**config.mk**
```make
export PLATFORM = sky130hd
export DESIGN_NAME = wvb_rdout_sched
export DESIGN_NICKNAME = d
export VERILOG_FILES = /design/src/rtl/wvb_rdout_sched_pkg.sv /design/src/rtl/wvb_rdout_sched_rr_arbiter.sv /design/src/rtl/wvb_rdout_sched.sv
export SDC_FILE = /design/constraint.sdc
export NUM_CORES = 1
export LEC_CHECK = 0
export BUFFER_PORTS_ARGS = -buffer_cell sky130_fd_sc_hd__buf_2
export CAP_MARGIN = 15
export CORE_ASPECT_RATIO = 0.75
export CORE_MARGIN = 2
export CORE_UTILIZATION = 40
export CTS_CLUSTER_DIAMETER = 60
export DETAILED_ROUTE_END_ITERATION = 6
export MAX_ROUTING_LAYER = met4
export PLACE_DENSITY = 0.65
export SLEW_MARGIN = 5
export SYNTH_ARGS = -nofsm -noshare
export SYNTH_HDL_FRONTEND = slang
export SYNTH_SLANG_ARGS = --single-unit
```
**constraint.sdc**
```tcl
create_clock -name clk -period 3.4 [get_ports clk]
set_clock_uncertainty 0.2 [all_clocks]
set_input_delay 0.51 -clock clk [delete_from_list [all_inputs] [get_ports clk]]
set_output_delay 0.51 -clock clk [all_outputs]
set_load 0.05 [all_outputs]
```
**src/rtl/wvb_rdout_sched_pkg.sv**
```systemverilog
// Shared encodings and widths for the waveform readout scheduler.
package wvb_rdout_sched_pkg;

  localparam int WVF_CNT_W = 10;
  localparam int LEN_W     = 16;
  localparam int TMO_W     = 16;

  typedef logic [2:0] state_t;

  localparam state_t ST_IDLE    = 3'd0;
  localparam state_t ST_ARB     = 3'd1;
  localparam state_t ST_REQ     = 3'd2;
  localparam state_t ST_POST    = 3'd3;
  localparam state_t ST_WAIT_HI = 3'd4;
  localparam state_t ST_WAIT_LO = 3'd5;
  localparam state_t ST_ERR     = 3'd6;

  // Channel index width; a single-bit index is kept even for tiny N.
  function automatic int chan_w(input int n);
    return (n <= 2) ? 1 : $clog2(n);
  endfunction

endpackage

```
**src/rtl/wvb_rdout_sched_rr_arbiter.sv**
```systemverilog
// Combinational round-robin picker: priority-masked requests win, else any request,
// searching from the slot after the pointer.
module rr_arbiter #(
  parameter int N  = 2,
  parameter int CW = 1
) (
  input  logic [N-1:0]  i_req,
  input  logic [N-1:0]  i_pri,
  input  logic [CW-1:0] i_ptr,
  output logic [CW-1:0] o_gnt,
  output logic          o_vld
);

  localparam int SW = CW + 1;

  logic [N-1:0]  w_hi;
  logic [N-1:0]  w_cand;
  logic [N-1:0]  w_rot;
  logic [SW-1:0] w_start;
  logic [SW-1:0] w_off;
  logic [SW-1:0] w_sum;

  assign w_hi    = i_req & i_pri;
  assign w_cand  = (|w_hi) ? w_hi : i_req;
  // Start may equal N; shifting the doubled vector by N returns it unrotated.
  assign w_start = SW'(i_ptr) + SW'(1);
  assign w_rot   = N'({w_cand, w_cand} >> w_start);

  always_comb begin
    w_off = '0;
    o_vld = 1'b0;
    for (int k = N - 1; k >= 0; k--) begin
      if (w_rot[k]) begin
        w_off = SW'(k);
        o_vld = 1'b1;
      end
    end
  end

  assign w_sum = w_start + w_off;
  assign o_gnt = (w_sum >= SW'(N)) ? CW'(w_sum - SW'(N)) : CW'(w_sum);

endmodule

```
**src/rtl/wvb_rdout_sched.sv**
```systemverilog
// Waveform readout scheduler: arbitrates buffers into the shared reader and, in
// DPRAM mode, posts each waveform to the host through the run/busy handshake.
module wvb_rdout_sched
  import wvb_rdout_sched_pkg::*;
#(
  parameter  int N_CHANNELS     = 2,
  parameter  int TIMEOUT_CYCLES = 65535,
  localparam int CHAN_W         = chan_w(N_CHANNELS)
) (
  input  logic                            clk,
  input  logic                            rst,
  input  logic                            enable,
  input  logic                            dpram_mode,
  input  logic [WVF_CNT_W*N_CHANNELS-1:0] wvb_n_wvf_in_buf,
  input  logic [N_CHANNELS-1:0]           wvb_hdr_full,
  output logic                            rd_req,
  output logic [CHAN_W-1:0]               rd_chan,
  input  logic                            rd_ack,
  input  logic [LEN_W-1:0]                rd_len,
  output logic                            rdout_dpram_run,
  output logic [LEN_W-1:0]                dpram_len_out,
  input  logic                            dpram_busy,
  output logic                            sched_busy,
  output logic                            timeout_err,
  input  logic                            err_clr,
  output logic [LEN_W-1:0]                rdout_cnt
);

  state_t              r_state;
  state_t              w_nxt;
  logic [CHAN_W-1:0]   r_chan;
  logic [CHAN_W-1:0]   r_ptr;
  logic [LEN_W-1:0]    r_len;
  logic [LEN_W-1:0]    r_cnt;
  logic [TMO_W-1:0]    r_tmo;
  logic [N_CHANNELS-1:0] w_elig;
  logic [CHAN_W-1:0]   w_gnt;
  logic                w_gnt_vld;
  logic                w_timed;
  logic                w_tmo_hit;
  logic                w_ack;
  state_t              w_done_st;

  for (genvar i = 0; i < N_CHANNELS; i++) begin : g_elig
    assign w_elig[i] = |wvb_n_wvf_in_buf[i*WVF_CNT_W +: WVF_CNT_W];
  end

  rr_arbiter #(
    .N  (N_CHANNELS),
    .CW (CHAN_W)
  ) u_arb (
    .i_req (w_elig),
    .i_pri (wvb_hdr_full),
    .i_ptr (r_ptr),
    .o_gnt (w_gnt),
    .o_vld (w_gnt_vld)
  );

  assign w_timed   = (r_state == ST_REQ) || (r_state == ST_WAIT_HI) || (r_state == ST_WAIT_LO);
  assign w_tmo_hit = w_timed && (r_tmo == TMO_W'(TIMEOUT_CYCLES - 1));
  assign w_ack     = (r_state == ST_REQ) && rd_ack;
  assign w_done_st = enable ? ST_ARB : ST_IDLE;

  always_ff @(posedge clk) begin
    if (rst) r_state <= ST_IDLE;
    else     r_state <= w_nxt;
  end

  // Handshake events are checked before the timeout so a completion on the
  // expiring cycle still counts as a normal completion.
  always_comb begin
    w_nxt = r_state;
    case (r_state)
      ST_IDLE:    if (enable) w_nxt = ST_ARB;
      ST_ARB:     if (!enable) w_nxt = ST_IDLE;
                  else if (w_gnt_vld) w_nxt = ST_REQ;
      ST_REQ:     if (rd_ack) w_nxt = dpram_mode ? ST_POST : w_done_st;
                  else if (w_tmo_hit) w_nxt = ST_ERR;
      ST_POST:    w_nxt = ST_WAIT_HI;
      ST_WAIT_HI: if (dpram_busy) w_nxt = ST_WAIT_LO;
                  else if (w_tmo_hit) w_nxt = ST_ERR;
      ST_WAIT_LO: if (!dpram_busy) w_nxt = w_done_st;
                  else if (w_tmo_hit) w_nxt = ST_ERR;
      ST_ERR:     if (err_clr) w_nxt = ST_IDLE;
      default:    w_nxt = ST_IDLE;
    endcase
  end

  always_comb begin
    rd_req          = 1'b0;
    rdout_dpram_run = 1'b0;
    timeout_err     = 1'b0;
    sched_busy      = 1'b1;
    case (r_state)
      ST_IDLE: sched_busy = 1'b0;
      ST_REQ:  rd_req = 1'b1;
      ST_POST: rdout_dpram_run = 1'b1;
      ST_ERR: begin
        sched_busy  = 1'b0;
        timeout_err = 1'b1;
      end
      default: ;
    endcase
  end

  always_ff @(posedge clk) begin
    if (rst) begin
      r_chan <= '0;
      r_ptr  <= '0;
      r_len  <= '0;
      r_cnt  <= '0;
      r_tmo  <= '0;
    end else begin
      if ((r_state == ST_ARB) && enable && w_gnt_vld) r_chan <= w_gnt;
      if (w_ack) begin
        r_ptr <= r_chan;
        r_cnt <= r_cnt + LEN_W'(1);
        if (dpram_mode) r_len <= rd_len;
      end
      if (w_nxt != r_state) r_tmo <= '0;
      else if (w_timed)     r_tmo <= r_tmo + TMO_W'(1);
    end
  end

  assign rd_chan       = r_chan;
  assign dpram_len_out = r_len;
  assign rdout_cnt     = r_cnt;

endmodule

```
==> parameters.txt <==
Parameter                              Value

Setup path
  Setup slack, reg-to-reg ... 0.74 ns
  Setup crit end kind ... register
  FF-to-FF Start ... r_tmo[2]
  Worst setup path class ... reg -> reg
  Path depth of the worst reg2reg path ... 6
  RR Endpoint ... r_tmo[0]
  Critical path arrival ... around 2.6 ns
  Worst-path fanout max ... 16
  Req. time, crit path ... 3.37 ns
  Startpoint kind of the worst setup timing path ... register

Outcome
  Status ... finished clean

Layout
  N_diodes ... 0
  Number of nets in the finished design ... 421
  Syn-to-layout area delta ... 22.3%
  Fraction of final layout cells sized beyond drive strength 1 ... 32.1%

Timing
  Count of endpoints failing hold in the final timing report ... 0
  TNS Setup ... 0 ns
  Setup repair after global routing missed its margin ... no
  Max Fclk ... 0.376 GHz
  Time the final worst path needs with I/O delays and setup ... 2.66 ns
  Final worst hold slack ... 0.231 ns
  Remaining max-slew budget at the tightest pin ... about three fifths
  Final setup vio count ... 0
  Number of max-slew violations in the final report ... 0
  Transition time at the pin with the least slew margin ... 0.615 ns
  Final Cycle Share ... 78.1%

Detailed routing
  Via count ... 2,300
  Antenna viol nets, final ... 0
  Routed via count divided by cell count ... 5.05
  Number of iterations in the first detailed-routing pass ... 4
  Drt wl/cell ... around 13 um
  Number of DRC violations after detailed routing ... 0
  Total wire length after detailed routing ... 5.73 mm
  Initial detailed-routing violation count ... 51

CTS
  Later-pin clock latency in the skew report ... 0.31 ns
  CTS H-tree depth ... 2
  Hold_buf cts ... 0
  TritonCTS Sinks ... 53
  Master cell of the clock root buffer ... sky130_fd_sc_hd__clkbuf_8
  CTS Buffer Depth ... 2
  Cells resized by post-CTS repair ... 0
  Clock tree from TritonCTS ... built
  Number of clock buffers inserted by TritonCTS ... 5
  Clock transition at the register clock pins on the worst setup and hold paths after CTS ... 0.10 ns
  Setup Fix Bufs, Post-CTS ... 0

Min path
  Min-Delay Endpoint ... dpram_len_out[3]
  Worst Hold Launch ... rd_len[3]
  Hold path depth ... 3
  Type of the tightest min-delay check ... in -> reg

GRT
  Sum of overflow across all layers after global routing ... 0
  Wire length of the first global-routing pass ... 9.41 mm
  Aggregate global-route resource usage ... 16.7%
  Antenna violations before repair ... 0
  Maximum number of pins on one net before global-route repair ... 38
  Number of global-route vias before repair ... approximately 2,100

Synth
  Share of async-settable or async-resettable flops after synthesis ... 0%
  Post-Synthesis Cells ... 295
  Number of flops mapped to enable cells by yosys ... 0
  Yosys warnings ... 0
  Mapped Avg Cell Area ... between 8 and 9 um2
  Unique masters post-synth ... 55
  Post-Synthesis Cell Area ... 2590 um2
  Top cells by area in the synthesized netlist ... sky130_fd_sc_hd__dfxtp_1, sky130_fd_sc_hd__nand2_1, sky130_fd_sc_hd__a21oi_1, sky130_fd_sc_hd__xnor2_1, sky130_fd_sc_hd__nor3_2
  Largest area contributor in the netlist ... sky130_fd_sc_hd__dfxtp_1
  Commonest register cell after synthesis ... sky130_fd_sc_hd__dfxtp_1
  Post-synth top area share ... 40.9%
  Number of storage elements in the synthesis netlist ... 53
  Synth Net Count ... 343
  Sequential fraction of the synthesis area ... 40.9%

Die
  Core outline area ... around 6300 um2
  Initial Util ... 41.2%
  Boundary Pins ... 82
  Vertical die dimension ... 73.7 um
  Die footprint ... 7150 um2
  Horizontal die dimension ... 97.0 um
  Core Rows ... 25

Flow run
  Max-cap viol count ... 0

Place
  # port buffers ... 81
  HPWL Detailed ... 4.23 mm
  Final RePlAce weighted congestion ... approximately 0.8

Power
  Peak supply drop ... 0.253 mV
  Power per cell area ... 380 nW/um2
  Leakage power ... 1.24 nW
report_power, final:
part / internal [mW] / switching (mW)
registers: 0.626 / 0.0101
clock network: 0.239 / 0.205
logic: 0.0465 / 0.0784
total: 0.912 / 0.293
synthesized netlist by cell type (2+ instances only):
cell / count
sky130_fd_sc_hd__inv_1: 7
sky130_fd_sc_hd__or4_1: 2
sky130_fd_sc_hd__clkbuf_1: 5
sky130_fd_sc_hd__nand3_1: 9
sky130_fd_sc_hd__nor3b_1: 3
sky130_fd_sc_hd__and4_1: 3
sky130_fd_sc_hd__nor3_2: 10
sky130_fd_sc_hd__buf_6: 2
sky130_fd_sc_hd__buf_1: 2
sky130_fd_sc_hd__nand2_1: 47
sky130_fd_sc_hd__and3_1: 3
sky130_fd_sc_hd__nor3_1: 6
sky130_fd_sc_hd__nor4_4: 2
sky130_fd_sc_hd__mux2i_1: 3
sky130_fd_sc_hd__xnor2_1: 14
sky130_fd_sc_hd__or3_1: 8
sky130_fd_sc_hd__buf_4: 2
sky130_fd_sc_hd__nor2b_1: 2
sky130_fd_sc_hd__a211oi_1: 2
sky130_fd_sc_hd__o21ai_1: 6
sky130_fd_sc_hd__xor2_1: 11
sky130_fd_sc_hd__and2_1: 2
sky130_fd_sc_hd__dfxtp_1: 53
sky130_fd_sc_hd__nor2_1: 20
sky130_fd_sc_hd__a21oi_1: 27
sky130_fd_sc_hd__o21ai_0: 3
sky130_fd_sc_hd__ha_1: 3
sky130_fd_sc_hd__nand4_1: 10
sky130_fd_sc_hd__or4_4: 2
per-stage QoR:
stage	util, %	cell area, um2	std cells	setup WS, ns	power (mW)
finish	50.4	3170	455	0.744	1.20
global placement	48.5	3050	447	0.712	0.775
global route	50.4	3170	455	0.568	1.26
detailed placement	48.5	3050	447	0.687	0.776
floorplan	-	2590	295	0.807	0.732
CTS	50.4	3170	455	0.729	1.22
cells by family after synthesis:
kind of cell,count (synthesis),share of synthesized area [%]
AOI/OAI and AO/OA,50,12.5
xor gates and xnor gates,25,8.45
adders and majority gates,4,1.83
buffers and inverters,22,4.25
DFF,53,40.9
muxes,4,1.69
and+or+nand+nor,137,30.3
area by class of cell:
type                       instances  area (um2)
inverter                           9        33.8
fill                             636        3120
clock inverter                     2        37.5
sequential                        53        1060
timing repair buffer              84         428
tap                               81         101
multi-input combinational        220        1430
clock buffer                       6        82.6
how the worst max path moves through the flow:
stage                                    from        end  slack (ns)  cells after the start
after floorplan           wvb_n_wvf_in_buf[5]  r_tmo[10]        0.81                      7
after global placement    wvb_n_wvf_in_buf[5]   r_tmo[1]        0.71                      7
after detailed placement  wvb_n_wvf_in_buf[5]   r_tmo[1]        0.69                      7
after CTS                            r_tmo[2]   r_tmo[0]        0.73                      6
after global routing                 r_tmo[2]   r_tmo[0]        0.57                      6
final                                r_tmo[2]   r_tmo[0]        0.74                      6
placed cells by master (no fill, tap or decap), types with 2 or more instances in the layout:
master and instances:
sky130_fd_sc_hd__a211oi_1 2, sky130_fd_sc_hd__a21oi_1 27, sky130_fd_sc_hd__and2_1 2, sky130_fd_sc_hd__and3_1 3, sky130_fd_sc_hd__and4_1 3, sky130_fd_sc_hd__buf_2 81
sky130_fd_sc_hd__buf_4 3, sky130_fd_sc_hd__clkbuf_8 6, sky130_fd_sc_hd__dfxtp_1 53, sky130_fd_sc_hd__ha_1 3, sky130_fd_sc_hd__inv_1 7, sky130_fd_sc_hd__mux2i_1 3
sky130_fd_sc_hd__nand2_1 47, sky130_fd_sc_hd__nand3_1 9, sky130_fd_sc_hd__nand4_1 10, sky130_fd_sc_hd__nor2_1 20, sky130_fd_sc_hd__nor2b_1 2, sky130_fd_sc_hd__nor3_1 6
sky130_fd_sc_hd__nor3_2 10, sky130_fd_sc_hd__nor3b_1 3, sky130_fd_sc_hd__nor4_4 2, sky130_fd_sc_hd__o21ai_0 3, sky130_fd_sc_hd__o21ai_1 6, sky130_fd_sc_hd__or3_1 8
sky130_fd_sc_hd__or4_1 2, sky130_fd_sc_hd__or4_4 2, sky130_fd_sc_hd__xnor2_1 14, sky130_fd_sc_hd__xor2_1 11
registers in the layout, summed over array words and instances (netlist names):
register,flops
rd_chan,1
r_state,3
r_tmo,16
rdout_cnt,16
r_ptr,1
dpram_len_out,16
metal layers:
metal  up-vias  part of all wire [%]  global-route usage [%]
met2        72                    43                    27.2
met3         6                   6.4                    4.47
met5         -                     0                       -
met4         0                   1.2                    4.69
li1       1187                     -                       -
met1      1035                    49                    20.6
worst max-delay path, stage by stage, from the launching register on:
cell and delay, ns:
sky130_fd_sc_hd__dfxtp_1 0.43, sky130_fd_sc_hd__nand4_1 0.22, sky130_fd_sc_hd__or4_4 0.57, sky130_fd_sc_hd__nor4_2 0.33, sky130_fd_sc_hd__a211oi_2 0.10, sky130_fd_sc_hd__o211ai_4 0.53, sky130_fd_sc_hd__nor3_1 0.14
Note: power is estimated with default switching activity, not from simulation.
